**src/rtl/seg_pkg.sv**
```systemverilog
// Shared constants for the 7-segment debug display: source-mode codes, blank pattern
// and the active-low hex-to-segment table (bit order gfedcba).
package seg_pkg;

   localparam logic [2:0] MODE_PC       = 3'd0;
   localparam logic [2:0] MODE_INSTR    = 3'd1;
   localparam logic [2:0] MODE_REG      = 3'd2;
   localparam logic [2:0] MODE_MEM_ADDR = 3'd3;
   localparam logic [2:0] MODE_MEM_DATA = 3'd4;
   localparam logic [2:0] MODE_DEBUG    = 3'd5;

   localparam logic [7:0] SEG_BLANK = 8'hFF;

   localparam logic [6:0] HEX7_TABLE [16] = '{
      7'h40, 7'h79, 7'h24, 7'h30, 7'h19, 7'h12, 7'h02, 7'h78,
      7'h00, 7'h10, 7'h08, 7'h03, 7'h46, 7'h21, 7'h06, 7'h0E
   };

endpackage

```
**src/rtl/hex7seg.sv**
```systemverilog
// Combinational nibble-to-segment decoder, active-low gfedcba.
module hex7seg
   import seg_pkg::*;
(
   input  logic [3:0] nibble,
   output logic [6:0] seg_n
);

   always_comb begin
      seg_n = HEX7_TABLE[nibble];
   end

endmodule

```
**src/rtl/seg7_debug_display.sv**
```systemverilog
// Multiplexed 8-digit hex display of one selectable CPU debug word, with a frame-aligned
// snapshot and an auto-stepping register index for register-file viewing.
module seg7_debug_display
   import seg_pkg::*;
#(
   parameter int SCAN_W = 17,
   parameter int STEP_W = 26
) (
   input  logic        clk,
   input  logic        rstn,
   input  logic [2:0]  sw_mode,
   input  logic        sw_hold,
   input  logic [31:0] pc_in,
   input  logic [31:0] instr_in,
   input  logic [31:0] reg_data_in,
   input  logic [31:0] mem_addr_in,
   input  logic [31:0] mem_data_in,
   input  logic [31:0] debug_in,
   output logic [4:0]  reg_sel,
   output logic [7:0]  an,
   output logic [7:0]  seg
);

   logic [SCAN_W-1:0] scan_cnt_q, scan_cnt_d;
   logic [STEP_W-1:0] step_cnt_q, step_cnt_d;
   logic [4:0]        reg_sel_q, reg_sel_d;
   logic [31:0]       snap_q, snap_d;
   logic [7:0]        an_q, an_d;
   logic [7:0]        seg_q, seg_d;

   logic [31:0] src_word;
   logic [2:0]  digit;
   logic        frame_start;
   logic        step_wrap;
   logic [6:0]  nib_seg [8];

   assign digit       = scan_cnt_q[SCAN_W-1 -: 3];
   assign frame_start = (scan_cnt_q == '0);
   assign step_wrap   = (step_cnt_q == '1);

   always_comb begin
      case (sw_mode)
         MODE_PC:       src_word = pc_in;
         MODE_INSTR:    src_word = instr_in;
         MODE_REG:      src_word = reg_data_in;
         MODE_MEM_ADDR: src_word = mem_addr_in;
         MODE_MEM_DATA: src_word = mem_data_in;
         MODE_DEBUG:    src_word = debug_in;
         default:       src_word = '0;
      endcase
   end

   // reg_data_in follows reg_sel_q combinationally, so a capture coinciding with a
   // step naturally holds the word of the index being left.
   always_comb begin
      scan_cnt_d = scan_cnt_q + 1'b1;
      step_cnt_d = step_cnt_q + 1'b1;
      snap_d     = snap_q;
      reg_sel_d  = reg_sel_q;
      if (frame_start && !sw_hold) begin
         snap_d = src_word;
      end
      if (step_wrap && (sw_mode == MODE_REG) && !sw_hold) begin
         reg_sel_d = reg_sel_q + 5'd1;
      end
   end

   // Decoders read the word being captured, so digit 0 of a new frame is never stale.
   generate
      for (genvar gi = 0; gi < 8; gi++) begin : g_nib
         hex7seg u_hex7seg (
            .nibble (snap_d[4*gi +: 4]),
            .seg_n  (nib_seg[gi])
         );
      end
   endgenerate

   always_comb begin
      an_d  = ~(8'b1 << digit);
      seg_d = {~(sw_hold && (digit == 3'd0)), nib_seg[digit]};
   end

   always_ff @(posedge clk or negedge rstn) begin
      if (!rstn) begin
         scan_cnt_q <= '0;
         step_cnt_q <= '0;
         reg_sel_q  <= '0;
         snap_q     <= '0;
         an_q       <= SEG_BLANK;
         seg_q      <= SEG_BLANK;
      end else begin
         scan_cnt_q <= scan_cnt_d;
         step_cnt_q <= step_cnt_d;
         reg_sel_q  <= reg_sel_d;
         snap_q     <= snap_d;
         an_q       <= an_d;
         seg_q      <= seg_d;
      end
   end

   assign reg_sel = reg_sel_q;
   assign an      = an_q;
   assign seg     = seg_q;

endmodule

```
**config.mk**
```make
export PLATFORM = sky130hd
export DESIGN_NAME = seg7_debug_display
export DESIGN_NICKNAME = d
export VERILOG_FILES = /design/src/rtl/seg_pkg.sv /design/src/rtl/hex7seg.sv /design/src/rtl/seg7_debug_display.sv
export SDC_FILE = /design/constraint.sdc
export NUM_CORES = 1
export LEC_CHECK = 0
export BUFFER_PORTS_ARGS = -buffer_cell sky130_fd_sc_hd__buf_4
export CORE_MARGIN = 3
export CORE_UTILIZATION = 25
export CTS_BUF_LIST = sky130_fd_sc_hd__clkbuf_4 sky130_fd_sc_hd__clkbuf_8
export DETAILED_ROUTE_END_ITERATION = 10
export SYNTH_ARGS = -nofsm -noshare
export SYNTH_HDL_FRONTEND = slang
export SYNTH_HIERARCHICAL = 1
export SYNTH_SLANG_ARGS = --single-unit
```
**constraint.sdc**
```tcl
create_clock -name clk -period 6.9 [get_ports clk]
set_input_delay 0 -clock clk [delete_from_list [all_inputs] [get_ports clk]]
set_output_delay 0 -clock clk [all_outputs]
set_load 0.02 [all_outputs]
```
==> results of run 1 <==
[through the flow]
step	worst slack, ns	total power [mW]	hold slack [ns]	std cells	cell area [um2]
after global placement	2.733	1.008	0.08448	1325	9842
after detailed placement	2.674	1.014	0.08327	1325	9842
after floorplan	3.607	0.8462	-0.2956	760	8019
after CTS	2.806	1.383	0.04898	1343	10040
final	2.860	1.358	0.07650	1343	10040
after global routing	2.610	1.442	0.06104	1343	10040
[logic make-up after synthesis]
group                      after synthesis  synth area share
and+or+nand+nor                        198            0.1311
adders and majority gates               60           0.09362
AOI/OAI and AO/OA                      116            0.1109
DFF                                     96            0.3021
muxes                                  166            0.2604
buffers and inverters                   81           0.05492
xor gates and xnor gates                43           0.04697
[metal layers]
metal  wire (um)  track usage  share of wire  vias to the layer above
li1            -            -              -                     3167
met1       10020       0.1619           0.42                     3077
met2       11640       0.2375           0.48                      216
met3        1736      0.03476          0.072                       29
met4         615      0.04082          0.026                        0
met5           0            0              0                        -
[worst max-delay path by stage]
stage / end / depth (start not counted) / from / slack (ns)
after floorplan: seg[3]$_DFF_PN1_ / 11 / scan_cnt_q[14]$_DFF_PN0_ / 3.61
after global placement: seg[3]$_DFF_PN1_ / 11 / sw_mode[0] / 2.73
after detailed placement: seg[3]$_DFF_PN1_ / 11 / sw_mode[0] / 2.67
after CTS: seg[3]$_DFF_PN1_ / 10 / scan_cnt_q[15]$_DFF_PN0_ / 2.81
after global routing: seg[1]$_DFF_PN1_ / 11 / scan_cnt_q[15]$_DFF_PN0_ / 2.61
final: seg[3]$_DFF_PN1_ / 10 / scan_cnt_q[15]$_DFF_PN0_ / 2.86
[cell usage in the layout, fill, tap and decap left out, types with 10 or more instances in the layout]
master,instances
mux2_2,76
a22o_1,16
nand4_1,17
o221ai_1,13
mux2i_1,65
ha_1,60
a2bb2oi_1,13
a22oi_1,12
dfstp_2,16
xnor2_1,34
nand3_1,20
nand2_1,51
inv_1,29
mux4_2,16
dfrtp_1,80
buf_4,221
o21ai_0,18
clkbuf_8,10
nor2_1,53
[cell usage after synthesis (12+ instances only)]
cell and count:
dfstp_2 16, mux4_2 16, buf_6 14, dfrtp_1 80, nand4_1 17, a2bb2oi_1 13
inv_1 29, a22o_1 16, a22oi_1 12, mux2i_1 65, o21ai_0 18, nor2_1 53
nand3_1 20, nand2_1 51, xnor2_1 34, ha_1 60, clkbuf_1 16, buf_2 19
o221ai_1 13, mux2_2 76
[critical path, cell delays in order (launching register included)]
cell,delay (ns)
dfrtp_1,0.73
or3_4,0.56
nor3_4,0.17
buf_4,0.42
mux2_2,0.48
inv_1,0.16
ha_1,0.16
inv_1,0.04
mux4_1,0.49
mux4_2,0.48
mux2_2,0.27
[power groups by stage]
stage          clock [mW]  combinational, mW  sequential (mW)
6_report            0.356              0.410            0.592
5_1_grt             0.398              0.449            0.595
4_1_cts             0.377              0.413            0.593
3_5_place_dp            0              0.411            0.603
3_3_place_gp            0              0.404            0.604
2_1_floorplan           0              0.241            0.605
[state kept, by name (all words and copies together) (netlist names)]
signal and flops:
scan_cnt_q 17, seg 8, reg_sel 5, an 8
snap_q 32, step_cnt_q 26
[what timing repair did]
action                                 4_1_cts  5_1_grt
setup endpoints to repair                    0        0
endpoints found under the hold margin       33        0
hold buffers                                 2        0
[area by class of cell]
cell class	instances	area [um2]
Sequential cell	96	2422
Multi-Input combinational cell	583	5156
Inverter	29	108.9
Clock inverter	2	15.01
Fill cell	3149	21030
Tap cell	396	495.5
Clock buffer	14	167.7
Timing Repair Buffer	223	1679
==> summary.md, run 1 <==
| Metric | Value |
|---|---|
| Worst hold start | mem_addr_in[9] |
| Largest net degree at the start of global routing | 65 |
| Final setup vio count | 0 |
| Cell count after synthesis | 760 |
| Hold Path End | snap_q[9]$_DFF_PN0_ |
| #FFs+latches synth | 96 |
| R2R Path Start | scan_cnt_q[15]$_DFF_PN0_ |
| Critical R2R Capture | seg[3]$_DFF_PN1_ |
| Ys Warns | 6 |
| Reg power frac | 0.436 |
| Core region area | 31,070 um2 |
| Global-route wire length before repair | approximately 36,000 um |
| Cells on worst reg2reg path | 10 |
| CP arrival | 4.36 ns |
| Total gr overflow | 0 |
| P&R area growth vs syn | 25.26% |
| Total track usage | 0.1350 |
| Unrepaired setup endpoints after global routing | no |
| Actual slew at the worst max-slew pin | roughly 1.2 ns |
| Clock network power share | 0.262 |
| Post-CTS Setup Repair Bufs | 0 |
| Setup Crit Path Kind | reg -> reg |
| Initial DRC count | 325 |
| CP required | around 7.2 ns |
| TNS Setup | 0 ns |
| CTS tree | yes |
| Endpoint type of the worst setup path | flop |
| Final Cycle Share | 0.5855 |
| Largest cells by area after synthesis | dfrtp_1 25%, mux2_2 11%, ha_1 9.4%, mux2i_1 8.1%, dfstp_2 5.2% |
| Max Clock Skew | around 0.015 ns |
| Share of post-route cells with drive strength above 1 | 0.3801 |
| Worst hold stages | 4 |
| TritonRoute pass-1 iters | 5 |
| Std-Cell Rows | 64 |
| Initial antenna violation count | 0 |
| Seq/Total Area, Yosys | 0.3021 |
| Final Hold Violating Endpoints | 0 |
| Clk_lat worst skew | 0.38 ns |
| Final WL | 24,010 um |
| Slew HR | 0.1724 |
| Die ar. | between 30,000 and 40,000 um2 |
| Dpl hpwl | 18,720 um |
| DR WL/cell | between 15 and 20 um |
| Global placer's final weighted congestion | 0.8615 |
| Post-synth top area share | 0.2496 |
| CP Max Fanout | 32 |
| H-tree depth | 3 |
| Worst vdd ir | 0.07099 mV |
| Highest Clock Rate | 247.5 MHz |
| Die Wd | between 150 and 200 um |
| Status | completed |
| ANT cells | 0 |
| Startpoint types | flop |
| Hold crit path type | in -> reg |
| Final max-slew violation count | 0 |
| Vias in the first global route | roughly 6,500 |
| Post-synthesis cell type count | 51 |
| Switch Pwr | 0.4037 mW |
| Chip Height | 185.1 um |
| I/O Buffers | approximately 220 |
| Int Power | 0.9543 mW |
| Syn nets | 1,018 |
| Tmin final | 4.040 ns |
| Detail Route Antenna Nets | 0 |
| Post-synth EDFFs | 0 |
| Post-cts gate resize count | 0 |
| CTS buffer count | 9 |
| Post-synth ARST share | 1.000 |
| Leak Pwr | 4.507 nW |
| Comb pwr share | 0.302 |
| Nets | 1,200 |
| Root cell of the clock tree | clkbuf_8 |
| Netlist Area Pre-Place | 8019 um2 |
| Sink Count | 96 |
| Drt drc | 0 |
| Synth Flop Type | dfrtp_1 |
| Max cap viols | 0 |
| Clk buf depth | 2 |
| Sw frac | 0.2973 |
| Vias per cell | 4.832 |
| Yosys top cell by area | dfrtp_1 |
| R2r setup slk | 2.86 ns |
| Power density over cell area | 135.2 nW/um2 |
| Final Util | 0.3233 |
| Via count | approximately 6,500 |
| Io pins | 219 |
| Initial core utilization | 0.2581 |
| Clk pin slew, worst setup/hold paths | 0.10 ns |
| Syn_area_per_cell | 10.55 um2 |
Power figures use the tool's default switching activity.
==> inputs of run 2 (changes only) <==
clock period = 4 ns   (was 6.9 ns; I/O delays follow)
==> summary.md, run 2 (synthesis results as in run 1) <==
| Metric | Value |
|---|---|
| Final WL | 24,290 um (+1.2%) |
| Commonest non-fill, non-tap cell in the layout | buf_4 |
| Setup Crit Path Kind | reg -> reg |
| Clk_lat worst skew | 0.39 ns (about the same) |
| Critical R2R Capture | seg[3]$_DFF_PN1_ |
| Global-route wire length before repair | 36,730 um (+2.5%) |
| CP arrival | 3.90 ns (-0.46 ns) |
| R2R Path Start | scan_cnt_q[0]$_DFF_PN0_ |
| Worst hold start | mem_addr_in[9] |
| Endpoint type of the worst setup path | flop |
| P&R area growth vs syn | 27.43% |
| Dpl hpwl | 19,150 um (+2.3%) |
| Largest Register | snap_q |
| Via count | 6,572 (+1.3%) |
| Clk pin slew, worst setup/hold paths | 0.11 ns (about the same) |
| TritonRoute pass-1 iters | 6 (+1) |
| CTS buffer count | 9 (unchanged) |
| Total track usage | 0.1381 (+0.003099) |
| Vias in the first global route | 6,663 (+2.2%) |
| CP required | 4.32 ns (-2.90 ns) |
| # placed instances | 1,338 (+0.98%) |
| Power density over cell area | 245.1 nW/um2 (+81%) |
| R2r setup slk | 0.41 ns (-2.45 ns) |
| ANT cells | 0 (unchanged) |
| Hold WS | 0.06105 ns (-0.01545 ns) |
| Final max-slew violation count | 0 (unchanged) |
| CP Launch Point | scan_cnt_q[0]$_DFF_PN0_ |
| Final Util | 0.3289 (+0.005597) |
| Largest net degree at the start of global routing | 69 (+6.2%) |
| Post-cts gate resize count | 0 (unchanged) |
| Largest register FFs | 32 (unchanged) |
| Die Wd | 185.1 um (unchanged) |
| Initial DRC count | 364 (+12%) |
| Cells on worst reg2reg path | 13 (+3) |
| FILL cells | 3,139 (-0.32%) |
| Max Clock Skew | 0.01649 ns (+0.001330 ns) |
| Io pins | 219 (unchanged) |
| CTS tree | yes |
| Actual slew at the worst max-slew pin | 0.9165 ns (-0.3224 ns) |
| H-tree depth | 3 (unchanged) |
| Biggest regs | snap_q (32), step_cnt_q (26), scan_cnt_q (17) |
| Hold Path End | snap_q[9]$_DFF_PN0_ |
| Clock network power share | 0.306 (+0.044) |
| Switch Pwr | 0.7558 mW (+87%) |
| Int Power | 1.749 mW (+83%) |
| DR WL/cell | 17.91 um (+0.20%) |
| Sink Count | 96 (unchanged) |
| Final setup vio count | 0 (unchanged) |
| Startpoint types | flop |
| Total gr overflow | 0 (unchanged) |
| I/O Buffers | 218 (unchanged) |
| Drt drc | 0 (unchanged) |
| Status | completed |
| Sw frac | 0.3017 (+0.004472) |
| Unrepaired setup endpoints after global routing | no |
| Chip Height | 185.1 um (unchanged) |
| CP Max Fanout | 32 (unchanged) |
| Slew HR | 0.3890 (+0.2166) |
| Die ar. | 34,260 um2 (unchanged) |
| Detail Route Antenna Nets | 0 (unchanged) |
| Core region area | 31,070 um2 (unchanged) |
| Nets | 1,213 (+1.1%) |
| Global placer's final weighted congestion | 0.8711 (+1.1%) |
| Clk buf depth | 2 (unchanged) |
| Final Cycle Share | 0.8964 (+0.3109) |
| Std-Cell Rows | 64 (unchanged) |
| Initial core utilization | 0.2581 (unchanged) |
| Share of post-route cells with drive strength above 1 | 0.3885 (+0.008394) |
| Hold-fix buffers at CTS | 2 (unchanged) |
| Final Hold Violating Endpoints | 0 (unchanged) |
| Commonest non-fill, non-tap cells in the layout | 232 x buf_4, 80 x dfrtp_1, 76 x mux2_2 |
| Post-CTS Setup Repair Bufs | 0 (unchanged) |
| Hold crit path type | in -> reg |
| Leak Pwr | 4.604 nW (+2.2%) |
| Comb pwr share | 0.287 (-0.015) |
| Worst vdd ir | 0.1136 mV (+60%) |
| Non-filler instance count after layout | 1,356 (+0.97%) |
| Highest Clock Rate | 278.9 MHz (+13%) |
| Tot Pwr | 2.505 mW (+84%) |
| Vias per cell | 4.847 (+0.31%) |
| Worst hold stages | 4 (unchanged) |
| Reg power frac | 0.407 (-0.029) |
| Tmin final | 3.586 ns (-0.4541 ns) |
| Initial antenna violation count | 0 (unchanged) |
| Root cell of the clock tree | clkbuf_8 |
| TNS Setup | 0 ns (unchanged) |
| Max cap viols | 0 (unchanged) |
==> run 2: power by group through the flow <==
stage               clock network (mW)  logic, mW  registers (mW)
floorplan                            0      0.415            1.04
global placement                     0      0.714            1.04
detailed placement                   0      0.720            1.04
CTS                              0.799      0.725            1.02
global route                     0.834      0.787            1.02
finish                           0.766      0.718            1.02
==> run 2: final cells by class <==
| type | count | area [um2] | share of cell area |
|---|---|---|---|
| repair buffers | 236 | 1802 | 0.1763 |
| multi-input cells | 583 | 5156 | 0.5046 |
| clock inverters | 7 | 110.1 | 0.01078 |
| inverters | 29 | 108.9 | 0.01065 |
| flip-flops and latches | 96 | 2422 | 0.2371 |
| well taps | 396 | 495.5 | 0.04849 |
| clock buffers | 9 | 123.9 | 0.01212 |
==> run 2: metrics by stage <==
stage          worst slack, ns  area (um2)
6_report                0.4143       10220
5_1_grt                 0.2261       10220
4_1_cts                 0.3746       10220
3_5_place_dp            0.3968        9965
3_3_place_gp            0.5116        9965
2_1_floorplan           0.7072        8019
==> run 2: how the worst max path moves through the flow <==
| stage | endpoint | slack, ns | cells past startpoint |
|---|---|---|---|
| after floorplan | seg[3]$_DFF_PN1_ | 0.71 | 11 |
| after CTS | seg[3]$_DFF_PN1_ | 0.37 | 13 |
| after detailed placement | seg[3]$_DFF_PN1_ | 0.40 | 13 |
| after global routing | seg[3]$_DFF_PN1_ | 0.23 | 13 |
| final | seg[3]$_DFF_PN1_ | 0.41 | 13 |
| after global placement | seg[3]$_DFF_PN1_ | 0.51 | 13 |
==> run 2: metal layers <==
metal  vias up  GRT usage  share of wire
met3        30    0.02062          0.053
met4         0    0.04352          0.022
met2       179     0.2449           0.49
met1      3173     0.1726           0.43
met5         -          0              0
li1       3190          -              -
==> run 2: worst max-delay path: stages, from the launching register on <==
cell and delay, ns:
dfrtp_1 0.43, inv_1 0.09, ha_1 0.13, nor4b_1 0.21
nand2_1 0.13, nor3_4 0.18, buf_12 0.23, mux2_2 0.44
inv_1 0.16, ha_1 0.16, inv_1 0.05, mux4_1 0.49
mux4_2 0.49, mux2_2 0.28
